## config.mk

```make
export PLATFORM = sky130hd
export DESIGN_NAME = rom_prog_loader
export DESIGN_NICKNAME = d
export VERILOG_FILES = /design/src/rtl/rom_prog_loader.sv
export SDC_FILE = /design/constraint.sdc
export NUM_CORES = 1
export LEC_CHECK = 0
export CAP_MARGIN = 20
export CORE_ASPECT_RATIO = 1.75
export CORE_MARGIN = 2
export CORE_UTILIZATION = 40
export CTS_BUF_LIST = sky130_fd_sc_hd__clkbuf_4 sky130_fd_sc_hd__clkbuf_8
export DETAILED_ROUTE_END_ITERATION = 12
export GPL_ROUTABILITY_DRIVEN = 0
export PLACE_DENSITY = 0.61
export SYNTH_ARGS = -nofsm -noshare
export SYNTH_HDL_FRONTEND = slang
export SYNTH_SLANG_ARGS = --single-unit
```

## constraint.sdc

```tcl
create_clock -name clk_i -period 6.15 [get_ports clk_i]
set_input_delay 1.23 -clock clk_i [delete_from_list [all_inputs] [get_ports clk_i]]
set_output_delay 1.23 -clock clk_i [all_outputs]
set_load 0.01 [all_outputs]
```

## src/rtl/rom_prog_loader.sv

```systemverilog
// Framed byte-stream loader for the instruction ROM: parses sync/length/data/checksum,
// writes little-endian 32-bit words from address 0 and holds the CPU until a frame checks out.
module rom_prog_loader #(
    parameter int MAX_WORDS = 1024,
    parameter int TIMEOUT   = 1024
) (
    input  logic        clk_i,
    input  logic        rst_i,
    input  logic        s_valid_i,
    input  logic [7:0]  s_data_i,
    output logic        s_ready_o,
    output logic        en_w_rom_o,
    output logic [15:0] w_rom_addr_o,
    output logic [31:0] w_rom_data_o,
    output logic        cpu_hold_o,
    output logic        done_o,
    output logic        err_o
);

    localparam int              IW          = $clog2(TIMEOUT + 1);
    localparam logic [IW-1:0]   TIMEOUT_W   = IW'(TIMEOUT);
    localparam logic [16:0]     MAX_WORDS_W = 17'(MAX_WORDS);

    localparam logic [2:0] ST_IDLE   = 3'd0;
    localparam logic [2:0] ST_LEN_LO = 3'd1;
    localparam logic [2:0] ST_LEN_HI = 3'd2;
    localparam logic [2:0] ST_DATA   = 3'd3;
    localparam logic [2:0] ST_CSUM   = 3'd4;

    function automatic logic [7:0] csum_upd(input logic [7:0] acc, input logic [7:0] b);
        return acc ^ b;
    endfunction

    logic [2:0]    state_r;
    logic          ready_r;
    logic          en_w_rom_r;
    logic [15:0]   addr_r;
    logic [31:0]   data_r;
    logic          hold_r;
    logic          done_r;
    logic          err_r;
    logic [7:0]    csum_r;
    logic [7:0]    len_lo_r;
    logic [15:0]   len_r;
    logic [15:0]   word_idx_r;
    logic [1:0]    byte_cnt_r;
    logic [23:0]   asm_r;
    logic [IW-1:0] idle_cnt_r;

    logic          hs_s;
    logic [15:0]   len_full_s;
    logic [7:0]    csum_nxt_s;

    // Handshake qualifier and per-byte helper values
    always_comb begin
        hs_s       = s_valid_i & ready_r;
        len_full_s = {s_data_i, len_lo_r};
        csum_nxt_s = csum_upd(csum_r, s_data_i);
    end

    // Frame parser, word assembler, ROM write port and status flags
    always_ff @(posedge clk_i or negedge rst_i) begin
        if (!rst_i) begin
            state_r    <= ST_IDLE;
            ready_r    <= 1'b0;
            en_w_rom_r <= 1'b0;
            addr_r     <= 16'd0;
            data_r     <= 32'd0;
            hold_r     <= 1'b1;
            done_r     <= 1'b0;
            err_r      <= 1'b0;
            csum_r     <= 8'd0;
            len_lo_r   <= 8'd0;
            len_r      <= 16'd0;
            word_idx_r <= 16'd0;
            byte_cnt_r <= 2'd0;
            asm_r      <= 24'd0;
            idle_cnt_r <= {IW{1'b0}};
        end else begin
            ready_r    <= 1'b1;
            en_w_rom_r <= 1'b0;
            if ((state_r != ST_IDLE) && !hs_s) begin
                // A stalled frame is abandoned; already-written words stay in the ROM
                if (idle_cnt_r >= TIMEOUT_W) begin
                    err_r      <= 1'b1;
                    state_r    <= ST_IDLE;
                    idle_cnt_r <= {IW{1'b0}};
                end else begin
                    idle_cnt_r <= idle_cnt_r + IW'(1);
                end
            end else begin
                idle_cnt_r <= {IW{1'b0}};
                if (hs_s) begin
                    case (state_r)
                        ST_IDLE: begin
                            if (s_data_i == 8'hA5) begin
                                done_r     <= 1'b0;
                                err_r      <= 1'b0;
                                hold_r     <= 1'b1;
                                csum_r     <= 8'd0;
                                word_idx_r <= 16'd0;
                                byte_cnt_r <= 2'd0;
                                state_r    <= ST_LEN_LO;
                            end
                        end
                        ST_LEN_LO: begin
                            len_lo_r <= s_data_i;
                            csum_r   <= csum_nxt_s;
                            state_r  <= ST_LEN_HI;
                        end
                        ST_LEN_HI: begin
                            csum_r <= csum_nxt_s;
                            len_r  <= len_full_s;
                            if (len_full_s == 16'd0) begin
                                state_r <= ST_CSUM;
                            end else if ({1'b0, len_full_s} > MAX_WORDS_W) begin
                                err_r   <= 1'b1;
                                state_r <= ST_IDLE;
                            end else begin
                                state_r <= ST_DATA;
                            end
                        end
                        ST_DATA: begin
                            csum_r     <= csum_nxt_s;
                            byte_cnt_r <= byte_cnt_r + 2'd1;
                            if (byte_cnt_r == 2'd3) begin
                                en_w_rom_r <= 1'b1;
                                addr_r     <= word_idx_r;
                                data_r     <= {s_data_i, asm_r};
                                word_idx_r <= word_idx_r + 16'd1;
                                if (word_idx_r == (len_r - 16'd1)) begin
                                    state_r <= ST_CSUM;
                                end
                            end else begin
                                asm_r <= {s_data_i, asm_r[23:8]};
                            end
                        end
                        ST_CSUM: begin
                            if (s_data_i == csum_r) begin
                                done_r <= 1'b1;
                                hold_r <= 1'b0;
                            end else begin
                                err_r <= 1'b1;
                            end
                            state_r <= ST_IDLE;
                        end
                        default: begin
                            state_r <= ST_IDLE;
                        end
                    endcase
                end
            end
        end
    end

    assign s_ready_o    = ready_r;
    assign en_w_rom_o   = en_w_rom_r;
    assign w_rom_addr_o = addr_r;
    assign w_rom_data_o = data_r;
    assign cpu_hold_o   = hold_r;
    assign done_o       = done_r;
    assign err_o        = err_r;

endmodule

```

==> reports/metrics.yaml, run 1 <==
worst_setup_path:
  cp_slowest_cell: "inv_2"
  worstPathArrival_ps: 4080
  worstPathCellList: "clkdlybuf4s50_1 -> nand2_1 -> nor2_1 -> nand2_2 -> inv_2 -> nand4_1 -> o21ai_0"
  r2r.worst_path.cells: 6
  worstPathRequired_ps: 6500
  worstSetupStartpointType: "input port"
  max_stage_delay_ps: 890
  end_kind: "flop"
  critPathMaxFanout: 54
  timing_worst_setup_path_type: "in -> reg"
global_routing:
  grt_max_degree: 99
  grt_pass1_wl_mm: 26.4
  grt-ovfl-total: 0
  track_usage: 0.189
  antenna_found_initial: 0
  grt_pass1_vias: 5286
detailed_routing:
  vias: 5010
  routed_wl_mm: 15.7
  ant_nets: 0
  vias_per_cell: 5.45
  route.detailed.drc: 0
  firstDrtPassIters: 5
  drt-initial-drc-count: 325
  wl_per_cell_um: 17.1
sta:
  maxSlewHeadroom: 0.317
  worst_pin_slew_ps: 1020
  finalCritPeriodShare: 0.607
  period_minus_slack_ps: 3730
  tns_ps: 0
  rsz0062_at_grt: "false"
  maxSlewViolCount: 0
  fmax_mhz: 268
  skew_ps: 14.7
  finalSetupViolCount: 0
  hold_violations: 0
placed_design:
  placed_area_um2: 7380
  portBuffers: 63
  hpwl_mm: 11.1
final_layout:
  drive_above_1_share: 0.136
  syn_to_final_growth_pct: 17.2
  diodes: 0
  fillers: 1547
  nNetsFinal: 731
  design_area_um2: 7760
die:
  coreArea_um2: 16300
  row_count: 62
  die_x_um: 101
  die_y_um: 174
  initial_core_util: 0.407
  ios: 64
  fp.dieArea_um2: 17600
power_and_ir_drop:
  peakVddDrop_uv: 218
  cellLeakagePower_nw: 3.55
  p_per_area_nw_per_um2: 351
clocking:
  postCtsSetupBuffers: 0
  cts_resized: 0
  path_clk_slew_ps: 90
  clkSinkCount: 141
  ctsHtreeMaxLevel: 4
  clockBufferDepth: 2
  numCtsBuffers: 17
  insertion_delay_ps: 440
  cts_root_buf: "clkbuf_8"
  cts_tree: "yes"
  cts-hold-fix-buffers: 0
yosys:
  avgSynthCellArea_um2: 9.95
  synth-edff-count: 0
  synth_cell_types: 63
  ys_warn_count: 0
  async_reset_ff_frac: 1.00
  synth_seq_cells: 141
  synth_flop_cell: "dfrtp_1"
  synth.top_cell.area_share: 0.529
  yosysSeqAreaShare: 0.533
  syn_nets: 682
  synth.area.top_cells: "dfrtp_1 (53%), nand2_1 (9.2%), mux2_2 (7.8%)"
  postSynthCellCount: 666
  synthesis.area_um2: 6620
  yosysTopAreaCell: "dfrtp_1"
run_status:
  status: "complete, no violations"
flow_run:
  max_cap_violations: 0
hold_path:
  hp-class: "reg -> reg"
  min_path_cells: 2
[synth_stat cells (3+ instances only)]
cell and count:
nor2_1 43, nand4_1 10, ha_1 5, nor4b_1 3, xor2_1 15, or3_1 5, clkbuf_1 27, xnor2_1 15
and3_1 9, inv_1 13, nor3_1 7, nor2b_1 3, o21ai_0 36, o211ai_1 5, nand3b_1 6, o2111ai_1 3
buf_2 3, a21oi_1 7, nor4_1 6, dfrtp_1 140, nand2_1 162, mux2_2 46, nand3_1 18, nand2b_1 18
a31oi_1 7, o22ai_1 3
[registers in the layout (all words and copies together), names as in the netlist, 2 cells and up]
signal	count
w_rom_data_o	32
asm_r	24
len_r	16
w_rom_addr_o	16
word_idx_r	16
idle_cnt_r	11
csum_r	8
len_lo_r	8
state_r	3
byte_cnt_r	2
[cells by family (layout without fill, tap and decap cells)]
group | after synthesis | after routing | synth area share
and+or+nand+nor | 312 | 312 | 0.227
DFF | 141 | 141 | 0.533
AOI/OAI and AO/OA | 79 | 79 | 0.0778
buffers and inverters | 50 | 112 | 0.0310
muxes | 48 | 48 | 0.0812
xor gates and xnor gates | 30 | 30 | 0.0397
adders and majority gates | 5 | 5 | 0.00944
other | 1 | 1 | 0.000566
[worst max-delay path: cells and delay by family]
family / cells / cell delay (ps)
buffers and inverters: 2 / 1440
and+or+nand+nor: 4 / 1210
AOI/OAI and AO/OA: 1 / 170
[layer usage]
metal | up-vias | GRT usage | wire, µm
li1 | 2376 | - | -
met1 | 2496 | 0.218 | 6240
met2 | 107 | 0.338 | 8500
met3 | 31 | 0.0273 | 425
met4 | 0 | 0.0878 | 539
met5 | - | 0 | 0
[per-stage QoR]
stage,hold slack (ps),util,setup WS (ps),std cells,power (mW)
finish,466,0.476,2420,920,2.72
global route,500,0.476,2110,920,2.90
CTS,472,0.476,2390,920,2.75
detailed placement,451,0.453,1930,888,2.02
global placement,457,0.453,1950,888,1.98
floorplan,435,-,3240,666,1.81
[area by class of cell]
class                      count  area (µm²)  share of cell area
sequential                   141        3530               0.455
multi-input combinational    475        2900               0.374
timing repair buffer          66         654              0.0843
tap                          192         240              0.0310
clock buffer                  17         234              0.0301
clock inverter                15         149              0.0192
inverter                      14        52.6             0.00677
[final timing paths]
path,start,endpoint,slack [ps]
worst max-delay path,s_valid_i,word_idx_r[5]$_DFFE_PN0P_,2420
worst min-delay path,asm_r[3]$_DFFE_PN0P_,w_rom_data_o[3]$_DFFE_PN0P_,470
worst max register to register,state_r[1]$_DFFE_PN0P_,word_idx_r[5]$_DFFE_PN0P_,3130
worst min register to register,asm_r[3]$_DFFE_PN0P_,w_rom_data_o[3]$_DFFE_PN0P_,470
max in group asynchronous,rst_i,word_idx_r[4]$_DFFE_PN0P_,4120
min in group asynchronous,rst_i,len_r[3]$_DFFE_PN0P_,860
[placed cells by master, fill, tap and decap left out, types with 3 or more instances in the layout]
cell type          n
a21oi_1            7
a31oi_1            7
and3_1             9
buf_4              3
clkbuf_8          17
clkdlybuf4s50_1   62
clkinv_4           3
dfrtp_1          140
ha_1               5
inv_1             13
inv_6              6
mux2_2            46
nand2_1          161
nand2b_1          18
nand3_1           18
nand3b_1           6
nand4_1           10
nor2_1            43
nor2b_1            3
nor3_1             5
nor3_2             3
nor4_1             6
nor4b_1            3
o2111ai_1          3
o211ai_1           5
o21ai_0           36
o22ai_1            3
or3_1              5
xnor2_1           15
xor2_1            15
[report_power, final]
part / switching, mW / leakage [nW] / internal, mW
Sequential: 0.197 / 1.89 / 1.10
Clock: 0.385 / 0.196 / 0.333
Combinational: 0.372 / 1.47 / 0.330
No activity file was read; power rests on OpenSTA's default activity.
==> inputs of run 2 (changes only) <==
PLACE_DENSITY = 0.63   (was 0.61)
clock period = 3.1 ns   (was 6.15 ns; I/O delays follow)
==> run 2 against run 1 <==
Effect of this change: die area is the same; critical path type is now reg -> reg; critical path depth is 1 lower; clock skew fell by 2.2 ps.
==> reports/metrics.yaml, run 2 (synthesis gave the netlist of run 1 again) <==
final_layout:
  largest_reg_flops: 32
  syn_to_final_growth_pct: 19.1
  layout_commonest_cell: "nand2_1"
  finalCoreUtilization: 0.484
  drive_above_1_share: 0.156
  nNetsFinal: 748
  mostFrequentLayoutCells: "nand2_1 (161), dfrtp_1 (140), clkdlybuf4s50_1 (62), mux2_2 (46), nor2_1 (43)"
  diodes: 0
power_and_ir_drop:
  p_per_area_nw_per_um2: 687
  cellLeakagePower_nw: 3.63
  peakVddDrop_uv: 323
clocking:
  clockBufferDepth: 2
  cts_root_buf: "clkbuf_8"
  cts-hold-fix-buffers: 0
  postCtsSetupBuffers: 0
  cts_resized: 0
  cts_tree: "yes"
  path_clk_slew_ps: 90
  insertion_delay_ps: 450
  numCtsBuffers: 17
  ctsHtreeMaxLevel: 4
  clkSinkCount: 141
placed_design:
  portBuffers: 63
  hpwl_mm: 12.1
worst_setup_path:
  reg2reg_to: "state_r[0]$_DFFE_PN0P_"
  r2r.worst_path.cells: 6
  worstSetupStartpointType: "flop"
  critPathMaxFanout: 8
  worstPathCellList: "or4_1 -> nor4_4 -> mux2i_1 -> o31ai_2 -> a2111oi_4 -> o211ai_1"
  worstPathArrival_ps: 2970
  worstPathRequired_ps: 3420
  timing_worst_setup_path_type: "reg -> reg"
  max_stage_delay_ps: 710
  r2r-start: "len_r[3]$_DFFE_PN0P_"
  worst-path-stages: 6
  end_kind: "flop"
  rrSetupSlack_ps: 450
  cp_slowest_cell: "or4_1"
  crit_family: "simple AND/OR/NAND/NOR gates"
  critPathBufInv: 0
die:
  fp.dieArea_um2: 17600
  coreArea_um2: 16300
  initial_core_util: 0.407
  row_count: 62
  die_y_um: 174
  die_x_um: 101
  ios: 64
sta:
  worst_pin_slew_ps: 642
  fmax_mhz: 378
  period_minus_slack_ps: 2650
  tns_ps: 0
  finalCritPeriodShare: 0.854
  rsz0062_at_grt: "false"
  maxSlewViolCount: 0
  hold_violations: 0
  whs_ps: 165
  maxSlewHeadroom: 0.569
  finalSetupViolCount: 0
  skew_ps: 12.6
detailed_routing:
  wl_per_cell_um: 17.9
  route.detailed.drc: 0
  vias: 5159
  drt-initial-drc-count: 330
  firstDrtPassIters: 6
  ant_nets: 0
  routed_wl_mm: 16.7
  vias_per_cell: 5.51
global_routing:
  grt_pass1_vias: 5306
  track_usage: 0.201
  grt-ovfl-total: 0
  antenna_found_initial: 0
  grt_max_degree: 69
  grt_pass1_wl_mm: 27.3
hold_path:
  hp-class: "in -> async"
run_status:
  status: "complete, no violations"
flow_run:
  max_cap_violations: 0
run 2: area by class of cell:
cell class	count	area, µm²
sequential	141	3530
multi-input combinational	475	2900
tap	192	240
clock buffer	18	248
fill	1517	8400
timing repair buffer	83	795
clock inverter	14	125
inverter	14	52.6
run 2: metal layers:
| metal | routed length (µm) | vias to the layer above | global-route usage |
|---|---|---|---|
| met2 | 8990 | 148 | 0.351 |
| met5 | 0 | - | 0 |
| met4 | 944 | 0 | 0.123 |
| li1 | - | 2402 | - |
| met3 | 545 | 54 | 0.0398 |
| met1 | 6250 | 2555 | 0.218 |
run 2: worst max-delay path by stage:
stage                          from                     end
2_1_floorplan  len_r[3]$_DFFE_PN0P_  state_r[0]$_DFFE_PN0P_
3_3_place_gp            s_data_i[1]       err_o$_DFFE_PN0P_
3_5_place_dp   len_r[3]$_DFFE_PN0P_  state_r[0]$_DFFE_PN0P_
4_1_cts        len_r[3]$_DFFE_PN0P_  state_r[0]$_DFFE_PN0P_
5_1_grt        len_r[3]$_DFFE_PN0P_  state_r[0]$_DFFE_PN0P_
6_report       len_r[3]$_DFFE_PN0P_  state_r[0]$_DFFE_PN0P_
run 2: metrics by stage:
stage / setup WS [ps] / std cells / total power, mW / cell area (µm²)
detailed placement: 455 / 905 / 4.04 / 7520
floorplan: 684 / 666 / 3.60 / 6620
CTS: 437 / 937 / 5.44 / 7890
global placement: 472 / 905 / 3.95 / 7520
global route: 338 / 937 / 5.74 / 7890
finish: 453 / 937 / 5.42 / 7890
run 2: report_power, final:
part / leakage (nW) / total, mW / switching [mW] / internal, mW
Sequential: 1.89 / 2.58 / 0.390 / 2.19
Clock: 0.191 / 1.41 / 0.800 / 0.606
Combinational: 1.55 / 1.43 / 0.762 / 0.668
==> inputs of run 3 (changes only) <==
SKIP_CTS_REPAIR_TIMING = 1   (was unset)
==> results of run 3 <==
The final DEF is identical to that of run 2; final timing and power are the same.
